===== src/rtl/clock_pkg.sv =====
// Shared types and constants for the clock controller.
// Mode encoding, time-of-day constants and field-step helpers.
package clock_pkg;

    typedef enum logic [1:0] {
        RUN   = 2'd0,
        SET_H = 2'd1,
        SET_M = 2'd2,
        SET_S = 2'd3
    } mode_t;

    localparam int SEC_PER_DAY  = 86400;
    localparam int SEC_PER_HOUR = 3600;
    localparam int SEC_PER_MIN  = 60;
    localparam int SEC_W        = 17;

    function automatic mode_t next_mode(input mode_t m);
        mode_t r;
        case (m)
            RUN:     r = SET_H;
            SET_H:   r = SET_M;
            SET_M:   r = SET_S;
            default: r = RUN;
        endcase
        return r;
    endfunction

    // Step the field selected by m; each field wraps on its own,
    // never carrying into the next larger field.
    function automatic logic [SEC_W-1:0] field_inc(
        input mode_t            m,
        input logic [SEC_W-1:0] t
    );
        int s;
        int hh;
        int mm;
        int ss;
        int r;
        s  = int'(t);
        hh = s / SEC_PER_HOUR;
        mm = (s / SEC_PER_MIN) % SEC_PER_MIN;
        ss = s % SEC_PER_MIN;
        case (m)
            SET_H: r = (hh == SEC_PER_DAY / SEC_PER_HOUR - 1)
                     ? s - (SEC_PER_DAY - SEC_PER_HOUR)
                     : s + SEC_PER_HOUR;
            SET_M: r = (mm == SEC_PER_MIN - 1)
                     ? s - (SEC_PER_HOUR - SEC_PER_MIN)
                     : s + SEC_PER_MIN;
            SET_S: r = (ss == SEC_PER_MIN - 1)
                     ? s - (SEC_PER_MIN - 1)
                     : s + 1;
            default: r = s;
        endcase
        return SEC_W'(r);
    endfunction

endpackage


===== src/rtl/clock_ctrl_key_debounce.sv =====
// Key conditioner: 2-FF sync, debounce, one-cycle press on 1->0.
// Ports: clk, pow (async low reset), key (raw, active low), press.
module key_debounce
    import clock_pkg::*;
#(
    parameter int DEBOUNCE_CYC = 1000000
) (
    input  logic clk,
    input  logic pow,
    input  logic key,
    output logic press
);

    localparam int CW = (DEBOUNCE_CYC > 1) ? $clog2(DEBOUNCE_CYC) : 1;

    logic          s1;
    logic          s2;
    logic          level;
    logic          arm;
    logic [1:0]    vld;
    logic [CW-1:0] cnt;

    // arm is only set once the synchronizer has carried a real released
    // sample, so a key held through reset release never yields a press.
    always_ff @(posedge clk or negedge pow) begin
        if (!pow) begin
            s1    <= 1'b1;
            s2    <= 1'b1;
            level <= 1'b1;
            cnt   <= '0;
            vld   <= 2'b00;
            arm   <= 1'b0;
            press <= 1'b0;
        end else begin
            s1    <= key;
            s2    <= s1;
            vld   <= {vld[0], 1'b1};
            press <= 1'b0;
            if (vld[1] && s2) begin
                arm <= 1'b1;
            end
            if (s2 == level) begin
                cnt <= '0;
            end else if (cnt == CW'(DEBOUNCE_CYC - 1)) begin
                cnt   <= '0;
                level <= s2;
                press <= arm & ~s2;
            end else begin
                cnt <= cnt + 1'b1;
            end
        end
    end

endmodule


===== src/rtl/clock_ctrl.sv =====
// Time-of-day clock with RUN/SET_H/SET_M/SET_S editing via two keys.
// Ports: clk, pow, key_mode, key_inc -> tick_1s, sec_of_day, mode, blink.
module clock_ctrl
    import clock_pkg::*;
#(
    parameter int CLK_HZ       = 50000000,
    parameter int DEBOUNCE_CYC = 1000000,
    parameter int INIT_SEC     = 85680
) (
    input  logic             clk,
    input  logic             pow,
    input  logic             key_mode,
    input  logic             key_inc,
    output logic             tick_1s,
    output logic [SEC_W-1:0] sec_of_day,
    output logic [1:0]       mode,
    output logic             blink
);

    localparam int PW   = (CLK_HZ > 1) ? $clog2(CLK_HZ) : 1;
    localparam int HALF = (CLK_HZ / 4 > 0) ? CLK_HZ / 4 : 1;
    localparam int BW   = (HALF > 1) ? $clog2(HALF) : 1;

    mode_t         mode_q;
    mode_t         mode_nxt;
    logic          run;
    logic          mode_ev;
    logic          inc_ev;
    logic [PW-1:0] pres;
    logic [PW-1:0] pres_inc;
    logic [BW-1:0] bcnt;

    key_debounce #(
        .DEBOUNCE_CYC(DEBOUNCE_CYC)
    ) u_key_mode (
        .clk  (clk),
        .pow  (pow),
        .key  (key_mode),
        .press(mode_ev)
    );

    key_debounce #(
        .DEBOUNCE_CYC(DEBOUNCE_CYC)
    ) u_key_inc (
        .clk  (clk),
        .pow  (pow),
        .key  (key_inc),
        .press(inc_ev)
    );

    always_comb begin
        run      = (mode_q == RUN);
        mode_nxt = mode_ev ? next_mode(mode_q) : mode_q;
        pres_inc = (pres == PW'(CLK_HZ - 1)) ? '0 : pres + 1'b1;
    end

    assign mode = mode_q;

    // tick_1s is registered one edge early so it is high exactly while
    // the prescaler sits at its terminal count; leaving RUN kills it.
    always_ff @(posedge clk or negedge pow) begin
        if (!pow) begin
            mode_q     <= RUN;
            sec_of_day <= SEC_W'(INIT_SEC);
            tick_1s    <= 1'b0;
            blink      <= 1'b0;
            pres       <= '0;
            bcnt       <= '0;
        end else begin
            mode_q <= mode_nxt;

            if (run && !mode_ev) begin
                pres    <= pres_inc;
                tick_1s <= (pres_inc == PW'(CLK_HZ - 1));
            end else begin
                pres    <= '0;
                tick_1s <= 1'b0;
            end

            // An increment coinciding with a mode change is dropped.
            if (tick_1s) begin
                sec_of_day <= (sec_of_day == SEC_W'(SEC_PER_DAY - 1))
                            ? '0 : sec_of_day + 1'b1;
            end else if (inc_ev && !mode_ev && !run) begin
                sec_of_day <= field_inc(mode_q, sec_of_day);
            end

            if (run || mode_nxt == RUN) begin
                bcnt  <= '0;
                blink <= 1'b0;
            end else if (bcnt == BW'(HALF - 1)) begin
                bcnt  <= '0;
                blink <= ~blink;
            end else begin
                bcnt <= bcnt + 1'b1;
            end
        end
    end

endmodule


===== config.mk =====
export PLATFORM = sky130hd
export DESIGN_NAME = clock_ctrl
export DESIGN_NICKNAME = d
export VERILOG_FILES = /design/src/rtl/clock_pkg.sv /design/src/rtl/clock_ctrl_key_debounce.sv /design/src/rtl/clock_ctrl.sv
export SDC_FILE = /design/constraint.sdc
export NUM_CORES = 1
export LEC_CHECK = 0
export CAP_MARGIN = 20
export CORE_MARGIN = 2
export CORE_UTILIZATION = 42
export CTS_CLUSTER_DIAMETER = 150
export DETAILED_ROUTE_END_ITERATION = 6
export GPL_TIMING_DRIVEN = 0
export HOLD_SLACK_MARGIN = 0.02
export PLACE_DENSITY = 0.58
export SYNTH_ARGS = -nofsm -noshare
export SYNTH_HDL_FRONTEND = slang
export SYNTH_SLANG_ARGS = --single-unit

===== constraint.sdc =====
create_clock -name clk -period 8.13 [get_ports clk]
set_clock_uncertainty 0.2 [all_clocks]
set_input_delay 1.626 -clock clk [delete_from_list [all_inputs] [get_ports clk]]
set_output_delay 1.626 -clock clk [all_outputs]
set_load 0.005 [all_outputs]

== Word-level counts from Yosys, hierarchy flattened ==
Index checks and enable logic that the tools add are counted.
Operators by class
  multiplexer cells: 24
  $add $sub $neg: 11
  reductions and logical operators: 16
  equal/unequal tests: 14
  divide/modulo/power cells: 4
  multiply operators: 0
  shift-type cells: 0
  magnitude comparators: 0
  bitwise operators: 7
Operators by type and width (number)
  two-way mux 17 bit: 6
  two-way mux 20 bit: 4
  == test 32 x 7 -> 1 bit (second input constant): 2
  == test 26 bit (second input constant): 2
  two-way mux 26 bit: 2
  case mux 17 bit (3 select lines): 1
  two-way mux 24 bit: 2
  adder 20 x 1 -> 20 bit (second input constant): 2
  == test 20 bit (second input constant): 2
  adder 17 x 1 -> 17 bit (second input constant): 2
  divider 18 x 13 -> 32 bit (second input constant): 1
  divider 18 x 7 -> 32 bit (second input constant): 1
  == test 32 x 6 -> 1 bit (second input constant): 1
  remainder unit 18 x 7 -> 32 bit (second input constant): 1
  remainder unit 32 x 7 -> 32 bit (second input constant): 1
  adder 26 x 1 -> 26 bit (second input constant): 1
  adder 24 x 1 -> 24 bit (second input constant): 1
  == test 24 bit (second input constant): 1
  adder 17 x 12 -> 17 bit (second input constant): 1
  adder 17 x 6 -> 17 bit (second input constant): 1
  == test 17 bit (second input constant): 1
  subtractor 17 x 12 -> 17 bit (second input constant): 1
  subtractor 17 bit (second input constant): 1
  subtractor 17 x 6 -> 17 bit (second input constant): 1
  15 further kinds: 37
Word-level totals
  bits in latches: 0
  RAM bits: 0
  bits of input ports: 4
  memory bits (read-only): 0
  memories: 0
  register bits after elaboration: 125
  output and inout bits: 21

== Logic depth before layout (Yosys ltp) ==
  word-level depth: 7
  mapped depth: 42
  gate-level depth less buffers: 39

== By module ==
Synthesis repeated with hierarchy kept, for this count alone.
Unflattened totals
  cells, all modules: 1417
  area total of the unflattened synthesis: 11364.6 µm²
Modules (own cells, without submodules)
  clock_ctrl: cells each 1189, instances 1, sequential area each 1786.7 µm², area an instance 8804.7 µm²
  key_debounce: cells each 114, instances 2, sequential area each 679.4 µm², area an instance 1280.0 µm²

== Least setup slack after synthesis ==
No wires, ideal clock.
  kind: register to register
  from: reg sec_of_day[5]
  to: reg sec_of_day[16]
  slack: -0.445 ns
  stages on the path, launching flop included: 42
  required time: 7.847 ns
  arrival: 8.292 ns
  cells stage by stage: dfstp_2 > clkbuf_1 > inv_1 > ha_1 > or3b_1 > a21oi_1 > a211oi_1 > nor3_2 > buf_2 > o21a_1 > o21ai_0 > nor3b_1 > ha_1 > nor2_1 > o2111ai_1 > o21ai_0 > xor2_1 > o211ai_1 > (+6 left out) > and2_1 > or3_1 > nand4_1 > a211o_1 > ha_1 > nor2b_1 > nor3_1 > nor2_1 > a31oi_1 > o21bai_1 > a21oi_1 > nor2b_1 > o21ai_0 > nand2b_1 > and4_1 > mux2i_1 > o211ai_1 > o21bai_1
Between the ends
  longest elaborated chain between the ends: 7
RTL lines
  start, declared: RTL line clock_ctrl.sv:15  | output logic [SEC_W-1:0] sec_of_day,
  start signal, assigned: RTL line clock_ctrl.sv:64  | sec_of_day <= SEC_W'(INIT_SEC);
  start signal, assigned: RTL line clock_ctrl.sv:82  | sec_of_day <= (sec_of_day == SEC_W'(SEC_PER_DAY - 1))
  start signal, assigned: RTL line clock_ctrl.sv:85  | sec_of_day <= field_inc(mode_q, sec_of_day);
  divider 18 x 7 -> 32 bit: RTL line clock_pkg.sv:41  | mm = (s / SEC_PER_MIN) % SEC_PER_MIN;
  remainder unit 32 x 7 -> 32 bit: RTL line clock_pkg.sv:41
  == test 32 x 7 -> 1 bit: RTL line clock_pkg.sv:47  | SET_M: r = (mm == SEC_PER_MIN - 1)
  two-way mux 17 bit: RTL line clock_pkg.sv:48  | ? s - (SEC_PER_HOUR - SEC_PER_MIN)
  case mux 17 bit (3 select lines): RTL line clock_pkg.sv:43  | case (m)
  two-way mux 17 bit: RTL line clock_ctrl.sv:84  | end else if (inc_ev && !mode_ev && !run) begin
  two-way mux 17 bit (*): RTL line clock_ctrl.sv:81  | if (tick_1s) begin
Mark *: on every way between the ends. The rest lies on a longest branch, timed or not. The select of a mux whose other input is x is not followed.
A chain may end at the register's enable or synchronous reset.

== Final worst setup path ==
  from: reg sec_of_day[4]
  to: reg sec_of_day[16]
Same word-level chain as after synthesis.

==> reports/metrics.yaml <==
status:
  status: "finished with violations"
  failed_checks: "setup timing"
clocking:
  cts_max_level: 4
  cts_buffers: 17
  clock_path_buffers: 2
  clock_sinks: 123
  cts_tree: "built"
  clock_latency_ps: 420
  clockRootBuffer: "clkbuf_16"
  ctsHoldBuffers: 0
  clk_pin_slew_ps: 60
layout:
  final_nets: 1520
  drive_gt1_frac: 0.233
  syn_to_final_growth_pct: 27.5
  layout_commonest_cell: "nor2_1"
  num_antenna_cells: 0
  num-fill-cells: 2378
  layout.cells.most_common_list: "164 x nor2_1, 113 x nand2_1, 106 x dfrtp_1"
route:
  routed_wl_um: 33800
  dr.first_iter.drc_count: 759
  postRouteAntennaNets: 0
  dr.pass1.iters: 7
  post-route-drc-count: 0
  vias: 11038
  wl_per_cell_um: 18.4
  viasPerCell: 6.02
synth:
  synthCells: 1346
  ys_types: 116
  synthArstFlopShare: 1.00
  synth_area_per_cell_um2: 8.11
  synth-edff-count: 0
  synth_nets: 1379
  yosysWarnings: 0
  netlist_area_um2: 10900
  synth_seq_cells: 123
  yosysSeqAreaShare: 0.284
  dominantRegCellSynth: "dfrtp_1"
worst_setup_path:
  crit_fanout: 7
  worst_setup_path_start_kind: "flop"
  slowest_stage: "a2111oi_4"
  worstPathRequired_ps: 8270
  worstPathArrival_ps: 8350
  worstSetupEndpointType: "flop"
  cpPeakStageDelay_ps: 490
  critPathKind: "reg -> reg"
sta:
  hold_viol: 0
  period_minus_slack_ps: 8210
  report.final.slew_viol_count: 0
  finalSetupViolCount: 3
  max_slew_margin: 0.410
  finalSetupTns_ps: -136
  finalCritPeriodShare: 1.01
  rsz0062_at_grt: "true"
  setup_ws_ps: -81.9
  worst_pin_slew_ps: 878
  timing.fmax_ghz: 0.122
grt:
  grt_pass1_vias: 10248
  antenna_found_initial: 0
  globalRouteTotalUtil: 0.242
  grt_pass1_wl_um: 52900
  grt_start_max_net_pins: 90
  gr-total-overflow: 0
floorplanning:
  floorplan.rows: 59
  die_area_um2: 27300
  core_um2: 25800
  start_util: 0.424
  die_y_um: 165
  io-pin-count: 25
  fp.dieW_um: 165
power_and_ir_drop:
  power_density_nw_per_um2: 102
  ir_worst_vdd_mv: 0.135
  leakage_nw: 5.50
run:
  maxCapViolCount: 0
placed_design:
  place_congestion: 0.893
  place_ws_ps: -2020
  port_buffers: 24
  dp.final_hpwl_um: 23300
worst_hold_path:
  hp-class: "reg -> reg"
per-layer routing:
layer	wire, um	vias up	part of all wire	track usage
li1	-	5218	-	-
met1	14700	5308	0.43	0.325
met2	16000	422	0.47	0.401
met3	2070	90	0.061	0.0327
met4	1010	0	0.030	0.0842
met5	0	-	0	0
power by group:
group	switching, mW	internal (mW)	leakage, nW	total [mW]
clock network	0.337	0.438	0.283	0.775
logic	0.0176	0.00597	3.59	0.0236
registers	0.00340	0.617	1.63	0.620
synthesized netlist by cell type, types with 7 or more instances:
| master | instances | area [um^2] |
|---|---|---|
| and3_1 | 30 | 188 |
| a21o_1 | 14 | 105 |
| and4_1 | 9 | 78.8 |
| nor3b_1 | 10 | 75.1 |
| o211ai_1 | 22 | 165 |
| buf_1 | 9 | 33.8 |
| dfstp_2 | 14 | 368 |
| a22oi_1 | 9 | 67.6 |
| nor4_1 | 11 | 68.8 |
| o21ai_0 | 66 | 330 |
| o21ai_1 | 9 | 45.0 |
| nor2b_1 | 25 | 156 |
| mux2i_1 | 19 | 190 |
| and2_1 | 13 | 81.3 |
| nor3_1 | 35 | 175 |
| inv_1 | 27 | 101 |
| buf_2 | 7 | 35.0 |
| or2_2 | 7 | 43.8 |
| nand4_1 | 19 | 119 |
| nor2_1 | 169 | 634 |
| a211o_1 | 8 | 70.1 |
| dfrtp_1 | 109 | 2730 |
| a21oi_1 | 55 | 275 |
| nand2_1 | 117 | 439 |
| clkbuf_1 | 41 | 154 |
| o22ai_1 | 9 | 56.3 |
| o21bai_1 | 11 | 82.6 |
| xnor2_1 | 62 | 543 |
| a31oi_1 | 17 | 106 |
| a211oi_1 | 10 | 75.1 |
| mux2_2 | 7 | 78.8 |
| o21a_1 | 8 | 60.1 |
| nand3_1 | 70 | 350 |
| or3_1 | 20 | 125 |
| xor2_1 | 70 | 613 |
| nand2b_1 | 21 | 131 |
| ha_1 | 29 | 363 |
repair_timing:
item | in CTS | in global routing
setup endpoints to repair | 13 | 8
resized for setup | 122 | 84
setup buffers | 62 | 38
pin swaps | 50 | 53
cell families (layout without fill, tap and decap cells):
kind of cell / after synthesis / after routing / synth area share
other: 1 / 1 / 0.000343
muxes: 31 / 31 / 0.0304
adders and majority gates: 34 / 34 / 0.0379
and+or+nand+nor: 602 / 602 / 0.283
AOI/OAI and AO/OA: 333 / 333 / 0.225
DFF: 123 / 123 / 0.284
xor gates and xnor gates: 133 / 133 / 0.107
buffers and inverters: 89 / 243 / 0.0328
final cells by class:
cell class / count / area [um^2] / area share
multi-input cells: 1134 / 8360 / 0.600
inverters: 30 / 140 / 0.0101
repair buffers: 124 / 1030 / 0.0738
clock inverters: 15 / 171 / 0.0123
clock buffers: 17 / 425 / 0.0306
flip-flops and latches: 123 / 3100 / 0.223
well taps: 335 / 419 / 0.0301
plain buffers: 57 / 282 / 0.0202
critical path, delay by kind of cell, from the launching register on:
family	cells	cell delay (ps)
AO/OA/AOI/OAI	14	3620
XOR/XNOR	1	140
adder cells (fa/ha/maj)	2	380
buffers and inverters	3	430
flip-flops	1	380
multiplexers	2	410
AND/OR/NAND/NOR	15	2550
metrics by stage:
stage	area [um^2]	hold slack [ps]	std cells	utilization	total power, mW
5_1_grt	13900	155	1835	0.540	1.46
3_5_place_dp	11700	136	1706	0.452	0.656
4_1_cts	13200	150	1797	0.514	1.44
6_report	13900	150	1835	0.540	1.42
3_3_place_gp	11600	135	1705	0.451	0.655
2_1_floorplan	11000	131	1346	-	0.638
flip-flops by register name (all words and copies together) (netlist names):
| register | cells |
|---|---|
| bcnt | 24 |
| blink | 1 |
| mode | 2 |
| pres | 26 |
| sec_of_day | 17 |
| tick_1s | 1 |
| u_key_inc.arm | 1 |
| u_key_inc.cnt | 20 |
| u_key_inc.level | 1 |
| u_key_inc.press | 1 |
| u_key_inc.s1 | 1 |
| u_key_inc.s2 | 1 |
| u_key_inc.vld | 2 |
| u_key_mode.arm | 1 |
| u_key_mode.cnt | 20 |
| u_key_mode.level | 1 |
| u_key_mode.press | 1 |
| u_key_mode.s1 | 1 |
| u_key_mode.s2 | 1 |
worst paths after layout:
| path | cells after the start | start | endpoint | slack [ps] |
|---|---|---|---|---|
| setup / recovery | 37 | sec_of_day[4] | sec_of_day[16] | -80 |
| hold / removal | 0 | u_key_inc.vld[0] | u_key_inc.vld[1] | 150 |
| setup reg to reg | 37 | sec_of_day[4] | sec_of_day[16] | -80 |
| hold reg to reg | 0 | u_key_inc.vld[0] | u_key_inc.vld[1] | 150 |
| max in group asynchronous | 2 | pow | u_key_inc.level | 6030 |
| min in group asynchronous | 1 | pow | bcnt[23] | 900 |
Power figures use the tool's default switching activity.
